### config.mk
export PLATFORM = sky130hd
export DESIGN_NAME = seg7_scan_driver
export DESIGN_NICKNAME = d
export VERILOG_FILES = /design/src/rtl/seg7_pkg.sv /design/src/rtl/seg7_decode.sv /design/src/rtl/seg7_scan_driver.sv
export SDC_FILE = /design/constraint.sdc
export NUM_CORES = 1
export LEC_CHECK = 0
export BUFFER_PORTS_ARGS = -buffer_cell sky130_fd_sc_hd__buf_4
export CAP_MARGIN = 20
export CELL_PAD_IN_SITES_DETAIL_PLACEMENT = 0
export CELL_PAD_IN_SITES_GLOBAL_PLACEMENT = 1
export CORE_ASPECT_RATIO = 1.25
export CORE_UTILIZATION = 32
export CTS_CLUSTER_SIZE = 30
export DETAILED_ROUTE_END_ITERATION = 8
export PLACE_DENSITY = 0.54
export SYNTH_ARGS = -nofsm -noshare
export SYNTH_HDL_FRONTEND = slang
export SYNTH_SLANG_ARGS = --single-unit
export TNS_END_PERCENT = 10
### constraint.sdc
create_clock -name clk -period 2.5 [get_ports clk]
set_clock_uncertainty 0.05 [all_clocks]
set_input_delay 0.5 -clock clk [delete_from_list [all_inputs] [get_ports clk]]
set_output_delay 0.5 -clock clk [all_outputs]
set_load 0.1 [all_outputs]
### src/rtl/seg7_pkg.sv
// Shared segment patterns and the digit-code decode function for the 7-segment scan driver.
// Patterns are {g,f,e,d,c,b,a} and active low.
package seg7_pkg;

    localparam logic [6:0] SEG_0    = 7'h40;
    localparam logic [6:0] SEG_1    = 7'h79;
    localparam logic [6:0] SEG_2    = 7'h24;
    localparam logic [6:0] SEG_3    = 7'h30;
    localparam logic [6:0] SEG_4    = 7'h19;
    localparam logic [6:0] SEG_5    = 7'h12;
    localparam logic [6:0] SEG_6    = 7'h02;
    localparam logic [6:0] SEG_7    = 7'h78;
    localparam logic [6:0] SEG_8    = 7'h00;
    localparam logic [6:0] SEG_9    = 7'h10;
    localparam logic [6:0] SEG_A    = 7'h08;
    localparam logic [6:0] SEG_B    = 7'h03;
    localparam logic [6:0] SEG_C    = 7'h46;
    localparam logic [6:0] SEG_D    = 7'h21;
    localparam logic [6:0] SEG_E    = 7'h06;
    localparam logic [6:0] SEG_F    = 7'h0E;
    localparam logic [6:0] SEG_DASH = 7'h3F;
    localparam logic [6:0] SEG_OFF  = 7'h7F;

    // Codes 10..15 fall back to a dash outside hex mode so BCD displays never show letters.
    function automatic logic [6:0] digit_to_seg(input logic [3:0] code, input logic hex_mode);
        logic [6:0] hex_pat;
        case (code)
            4'h0:    return SEG_0;
            4'h1:    return SEG_1;
            4'h2:    return SEG_2;
            4'h3:    return SEG_3;
            4'h4:    return SEG_4;
            4'h5:    return SEG_5;
            4'h6:    return SEG_6;
            4'h7:    return SEG_7;
            4'h8:    return SEG_8;
            4'h9:    return SEG_9;
            4'hA:    hex_pat = SEG_A;
            4'hB:    hex_pat = SEG_B;
            4'hC:    hex_pat = SEG_C;
            4'hD:    hex_pat = SEG_D;
            4'hE:    hex_pat = SEG_E;
            default: hex_pat = SEG_F;
        endcase
        return hex_mode ? hex_pat : SEG_DASH;
    endfunction

endpackage

### src/rtl/seg7_decode.sv
// Combinational decode of one 4-bit digit code to an active-low segment pattern.
module seg7_decode
    import seg7_pkg::*;
(
    input  logic [3:0] code,
    input  logic       hex_mode,
    output logic [6:0] seg_n
);

    assign seg_n = digit_to_seg(code, hex_mode);

endmodule

### src/rtl/seg7_scan_driver.sv
// Multiplexed N-digit 7-segment driver: prescaler, digit scan, frame-aligned double buffer,
// leading-zero suppression and a registered output stage feeding the display pins.
module seg7_scan_driver
    import seg7_pkg::*;
#(
    parameter int NUM_DIGITS = 4,
    parameter int DIV        = 50000,
    parameter int GUARD      = 2
) (
    input  logic                    clk,
    input  logic                    rst_n,
    input  logic                    load,
    input  logic [4*NUM_DIGITS-1:0] value,
    input  logic [NUM_DIGITS-1:0]   dp_in,
    input  logic                    hex_mode,
    input  logic                    lzs_en,
    input  logic                    blank,
    output logic [6:0]              seg_n,
    output logic                    dp_n,
    output logic [NUM_DIGITS-1:0]   an_n,
    output logic                    frame_done
);

    localparam int PW = (DIV > 1) ? $clog2(DIV) : 1;
    localparam int DW = (NUM_DIGITS > 1) ? $clog2(NUM_DIGITS) : 1;

    logic [PW-1:0]                 presc;
    logic [DW-1:0]                 dig;
    logic                          tick;
    logic                          boundary;
    logic [NUM_DIGITS-1:0][3:0]    act_val;
    logic [NUM_DIGITS-1:0][3:0]    pend_val;
    logic [NUM_DIGITS-1:0]         act_dp;
    logic [NUM_DIGITS-1:0]         pend_dp;
    logic                          pend_v;
    logic [NUM_DIGITS-1:0]         sup;
    logic                          in_guard;
    logic [6:0]                    dec_seg;
    logic [NUM_DIGITS-1:0]         an_d;

    assign tick     = (presc == PW'(DIV - 1));
    assign boundary = tick && (dig == DW'(NUM_DIGITS - 1));

    generate
        if (GUARD == 0) begin : g_no_guard
            assign in_guard = 1'b0;
        end else begin : g_guard
            assign in_guard = (presc < PW'(GUARD));
        end
    endgenerate

    // Prescaler and digit scan counter; the digit wrap marks the frame boundary.
    always_ff @(posedge clk or negedge rst_n) begin
        if (!rst_n) begin
            presc <= '0;
            dig   <= '0;
        end else begin
            presc <= tick ? '0 : presc + 1'b1;
            if (tick) dig <= (dig == DW'(NUM_DIGITS - 1)) ? '0 : dig + 1'b1;
        end
    end

    // Double buffer: loads land in pending; active only changes at a frame boundary so a
    // frame never mixes old and new digits. A coincident load re-arms pend_v for next frame.
    always_ff @(posedge clk or negedge rst_n) begin
        if (!rst_n) begin
            act_val  <= '0;
            act_dp   <= '0;
            pend_val <= '0;
            pend_dp  <= '0;
            pend_v   <= 1'b0;
        end else begin
            if (boundary && pend_v) begin
                act_val <= pend_val;
                act_dp  <= pend_dp;
                pend_v  <= 1'b0;
            end
            if (load) begin
                pend_val <= value;
                pend_dp  <= dp_in;
                pend_v   <= 1'b1;
            end
        end
    end

    // Leading-zero suppression: walk from the most significant digit down while all are zero.
    always_comb begin
        logic zero_run;
        zero_run = 1'b1;
        sup      = '0;
        for (int i = NUM_DIGITS - 1; i >= 0; i--) begin
            zero_run = zero_run && (act_val[i] == 4'h0);
            if (i > 0) sup[i] = lzs_en && zero_run;
        end
    end

    seg7_decode u_dec (
        .code     (act_val[dig]),
        .hex_mode (hex_mode),
        .seg_n    (dec_seg)
    );

    // Anode select: all off while blanked or in the ghost-suppression guard window.
    always_comb begin
        an_d = '1;
        if (!(blank || in_guard)) an_d[dig] = 1'b0;
    end

    // Output register so every pin comes straight from a flop.
    always_ff @(posedge clk or negedge rst_n) begin
        if (!rst_n) begin
            seg_n      <= SEG_OFF;
            dp_n       <= 1'b1;
            an_n       <= '1;
            frame_done <= 1'b0;
        end else begin
            seg_n      <= sup[dig] ? SEG_OFF : dec_seg;
            dp_n       <= ~act_dp[dig];
            an_n       <= an_d;
            frame_done <= boundary;
        end
    end

endmodule
## Word level (Yosys, flattened, before mapping)

Index checks and enable logic that the tools add are counted.

- Register bits after elaboration: 72
- Word-level logic and storage cells: 74
- Bits of input ports: 26
- Output and inout port bits: 13

- $add $sub $neg: 2
- Bitwise logic cells: 2
- Muxes and demuxes: 19
- Equality and inequality tests: 16
- Reduce and logical (&&, ||, !) cells: 15
- $lt $le $gt $ge: 3

Operator list:

| kind | count |
|---|---|
| $pmux W7 S10 | 1 |
| $pmux W7 S6 | 1 |
| $eq A4 B4 Y1 const B | 7 |
| $mux W7 | 3 |
| $add A16 B1 Y16 const B | 1 |
| $eq A16 B16 Y1 const B | 1 |
| $eq A4 B3 Y1 const B | 4 |
| $logic_not A4 Y1 | 4 |
| $lt A16 B2 Y1 const B | 1 |
| $mux W16 | 1 |
| $reduce_or A10 Y1 | 1 |
| $bmux W4 S2 | 1 |
| $eq A4 B2 Y1 const B | 2 |
| $logic_and A1 B1 Y1 | 8 |
| $mux W4 | 2 |
| $mux W1 | 6 |
| $bmux W1 S2 | 2 |
| $eq A4 B1 Y1 const B | 1 |
| $not A4 Y4 | 1 |
| $lt A2 B3 Y1 const B | 1 |
| $add A2 B1 Y2 const B | 1 |
| $demux W1 S2 | 1 |
| $eq A2 B2 Y1 const B | 1 |
| $ge A2 B1 Y1 const B | 1 |
| other kinds (4) | 4 |

## Depth between registers and ports, before layout

- Depth in word-level cells: 8
- Mapped depth: 7
- Mapped depth without buffers: 6

## Modules after synthesis

Synthesis repeated with hierarchy kept, for this count alone.

- Cell total of the unflattened synthesis: 259
- Area, all modules: 3404.5 um2

By module, submodules not included:

| module | seq. area each (um2) | times used | cells an instance | area each (um2) |
|---|---|---|---|---|
| seg7_scan_driver | 1816.7 | 1 | 220 | 3128.0 |
| seg7_decode | 0.0 | 1 | 39 | 276.5 |

## Least setup slack after synthesis

No wires, ideal clock.

- Kind: reg2reg
- From: reg presc[11]
- To: reg act_dp[0]
- Period minus slack after synthesis: 1.960 ns
- Library setup time: 0.125 ns
- Cell stages (with the launch flop): 7
- Slack: 0.540 ns
- Buffers on the path: 1
- Data arrival time: 1.784 ns
- Required time: 2.325 ns
- Cell sequence: dfrtp_1 > nor4_2 > nand2_1 > nor4_4 > nand3_2 > buf_6 > mux2_4

- Cells in the longest elaborated chain, start to end: 3

RTL lines:

| item | RTL line | source |
|---|---|---|
| start: declaration | seg7_scan_driver.sv:27 | `logic [PW-1:0] presc;` |
| start signal: assignment | seg7_scan_driver.sv:58 | `presc <= tick ? '0 : presc + 1'b1;` |
| $eq A16 B16 Y1 | seg7_scan_driver.sv:41 | `assign tick = (presc == PW'(DIV - 1));` |
| $logic_and A1 B1 Y1 | seg7_scan_driver.sv:42 | `assign boundary = tick && (dig == DW'(NUM_DIGITS - 1));` |
| $logic_and A1 B1 Y1 | seg7_scan_driver.sv:73 | `if (boundary && pend_v) begin` |
| end signal: assignment | seg7_scan_driver.sv:75 | `act_dp <= pend_dp;` |
| end: declaration | seg7_scan_driver.sv:33 | `logic [NUM_DIGITS-1:0] act_dp;` |

Every way passes these cells.
A chain may end at the register's enable or synchronous reset.

## Worst setup path in the final report

- From: reg dig[1]
- To: reg seg_n[0]

- Cells in the longest elaborated chain, start to end: 8
- Elaborated cells between the ends (all ways): 26
- Classes of those cells: eq/ne (14); mux (10); reduce/logical (2)

RTL lines:

| item | RTL line | source |
|---|---|---|
| start: declaration | seg7_scan_driver.sv:28 | `logic [DW-1:0] dig;` |
| start signal: assignment | seg7_scan_driver.sv:59 | `if (tick) dig <= (dig == DW'(NUM_DIGITS - 1)) ? '0 : dig + 1'b1;` |
| $bmux W4 S2 | seg7_scan_driver.sv:98 | `.code (act_val[dig]),` |
| $mux W4 (implied by the code) | seg7_scan_driver.sv:98 |  |
| $eq A4 B1 Y1 (tied with other cells) | seg7_pkg.sv:27 | `case (code)` |
| $reduce_or A10 Y1 (no source line) | -- |  |
| $pmux W7 S6 | seg7_pkg.sv:27 |  |
| $mux W7 (2 in series) | seg7_pkg.sv:45 | `return hex_mode ? hex_pat : SEG_DASH;` |
| $mux W7 (*) | seg7_scan_driver.sv:117 | `seg_n <= sup[dig] ? SEG_OFF : dec_seg;` |
| end signal: assignment | seg7_scan_driver.sv:117 |  |
| end: declaration | seg7_scan_driver.sv:18 | `output logic [6:0] seg_n,` |

Every way passes the cells marked *; elsewhere a longest branch is shown, timed or not. The select of a mux whose other input is x is not followed.

==> flow_summary.json <==
{
  "status": "finished, final reports clean",
  "die_h_um": 115,
  "synth.most_common_cell": "dfrtp_1",
  "async_flop_share": 1.00,
  "clock-sinks": 72,
  "area_delta_synth_final_pct": 22.5,
  "drtIter0Drc": 61,
  "synth_area_leaders": "dfrtp_1, dfstp_2, mux2_4",
  "fp.dieArea_sq_mm": 0.0107,
  "avgSynthCellArea_sq_um": 13.1,
  "power_uw": 2720,
  "num_rows": 40,
  "yosysTopAreaCellShare": 0.458,
  "finalCriticalPeriod_ps": 2180,
  "synth_area_sq_mm": 0.00328,
  "drv_cap": 0,
  "cts_tree": "done",
  "required_ps": 2710,
  "start_util": 0.334,
  "start_kind": "flop",
  "cp_max_fo": 10,
  "maxSlewHeadroom": 0.599,
  "ys_seq_elements": 72,
  "synth_nets": 281,
  "finalHoldViolations": 0,
  "rsz0062_at_grt": "false",
  "diodes": 0,
  "antenna_found_initial": 0,
  "synth.area.mux_share": 0.202,
  "synth_xor_area_frac": 0.0401,
  "fin_cells": 423,
  "grt_pass1_vias": 2107,
  "p_per_area_mw_per_mm2": 677,
  "synth_top_family_by_area": "multiplexers",
  "cts-resized-gates": 0,
  "gp_congestion": 0.749,
  "p_leak_uw": 0.00189,
  "fin_tns_setup_ps": 0,
  "layout_setup_ws_ps": 320,
  "ioPinCount": 39,
  "fin_crit_sh": 0.872,
  "place_ws_ps": 295,
  "tightest_slew_ps": 595,
  "grt_first_pass_wirelength_mm": 10.8,
  "synth_compound_area_frac": 0.0427,
  "postCtsSetupRepairBufs": 0,
  "ant_nets": 0,
  "wire_per_inst_um": 15.0,
  "synth_ff_type": "dfrtp_1",
  "syn-instance-count": 250,
  "synth_top_area_cell": "dfrtp_1",
  "wirelength_mm": 6.35,
  "holdWs_ps": 87.3,
  "die_w_um": 92.5,
  "use_met1": 0.167,
  "met2_usage": 0.223,
  "grt.busiest_layer": "met2",
  "dr.pass1.iters": 4,
  "yosys_warnings": 0,
  "cts.clk_slew.worst_paths_ps": 60,
  "finalMaxSlewViolations": 0,
  "synth_top_cells_by_count": "dfrtp_1, mux2_4, mux2_2, nor2_1, nand2_1",
  "cts_max_level": 3,
  "cp-end-kind": "flop",
  "core_sq_mm": 0.00981,
  "drive_gt1_frac": 0.397,
  "cts_inserted_buffers": 9,
  "synth-simple-area-share": 0.109,
  "clock-root-buffer": "clkbuf_16",
  "overflow": 0,
  "cts.path.max_buffers": 2,
  "synthDistinctLibCells": 38,
  "grt_start_max_net_pins": 38,
  "critPathKind": "flop to flop",
  "synthAdderAreaFrac": 0.0221,
  "finalSetupViolCount": 0,
  "use_met3": 0.0357,
  "place.port_buffers": 38,
  "vias": 1999,
  "nNetsFinal": 323,
  "dp_cells": 407,
  "hold_buffers": 0,
  "clkLatencyLatePin_ps": 320,
  "vias_per_cell": 4.73,
  "worstHoldPathType": "input port to asynchronous set/reset pin",
  "irDropWorstVdd_v": 0.000353,
  "dp_hpwl_mm": 4.44,
  "critical_path_arrival_ps": 2390,
  "drc": 0,
  "fmax_mhz": 459,
  "track_usage": 0.134,
  "ys_seq_area_frac": 0.554,
  "synth_edf_count": 0
}
## final cells by class
class | count | area [sq um]
Sequential cell | 72 | 1820
Inverter | 7 | 26.3
Clock inverter | 3 | 65.1
Tap cell | 126 | 158
Clock buffer | 13 | 260
Fill cell | 955 | 5790
Multi-Input combinational cell | 160 | 1360
Timing Repair Buffer | 42 | 328
## layout by cell type, fill, tap and decap left out, drive strengths merged, types with 2 or more instances in the layout
| master | count |
|---|---|
| bufinv | 2 |
| nand2 | 18 |
| nand3 | 9 |
| nor3 | 2 |
| xnor2 | 8 |
| and3 | 3 |
| ha | 5 |
| clkbuf | 13 |
| xor2 | 7 |
| buf | 42 |
| dfrtp | 60 |
| a21oi | 7 |
| nor2 | 20 |
| nor4 | 10 |
| o22ai | 3 |
| mux4 | 5 |
| nor2b | 5 |
| mux2 | 41 |
| inv | 7 |
| o21ai | 4 |
| dfstp | 12 |
## path summary, 6_finish.rpt
path                            slack, ps       from      endpoint  cells past startpoint
worst min-delay path                   90      rst_n   pend_val[1]                      1
worst max-delay path                  320     dig[1]      seg_n[0]                      5
max in group asynchronous            1670      rst_n       an_n[1]                      2
worst min register to register        430   presc[0]      presc[0]                      1
worst max register to register        320     dig[1]      seg_n[0]                      5
min in group clk                      360  value[14]  pend_val[14]                      2
## layer usage
metal / up-vias / wire (um)
met4: 0 / 99
met3: 9 / 205
li1: 970 / -
met1: 983 / 2850
met2: 37 / 3200
met5: - / 0
## power breakdown
group          switching (uW)  internal [uW]
combinational            51.5           60.0
clock                     464            927
sequential               17.3           1200
total                     533           2190
## registers in the layout, indices dropped and copies added, names as in the netlist
name	flops
act_val	16
pend_val	16
presc	16
seg_n	7
act_dp	4
an_n	4
pend_dp	4
dig	2
dp_n	1
frame_done	1
pend_v	1
## metrics by stage
step / instance area (sq um) / util
floorplan: 3280 / -
global placement: 3690 / 0.376
detailed placement: 3690 / 0.376
CTS: 4020 / 0.410
global route: 4020 / 0.410
finish: 4020 / 0.410
## cell families after synthesis
family          Yosys count
xor+xnor                 15
mux                      47
flops                    72
compound gates           22
buf+inv                  18
fa+ha+maj                 6
simple gates             70
## critical path, stage by stage, from the launching register on
cell and delay, ps:
dfrtp_1 630, mux4_2 690, mux2_4 330, o22ai_1 140, a21oi_1 60, a31o_2 210
Note: power is estimated with default switching activity, not from simulation.
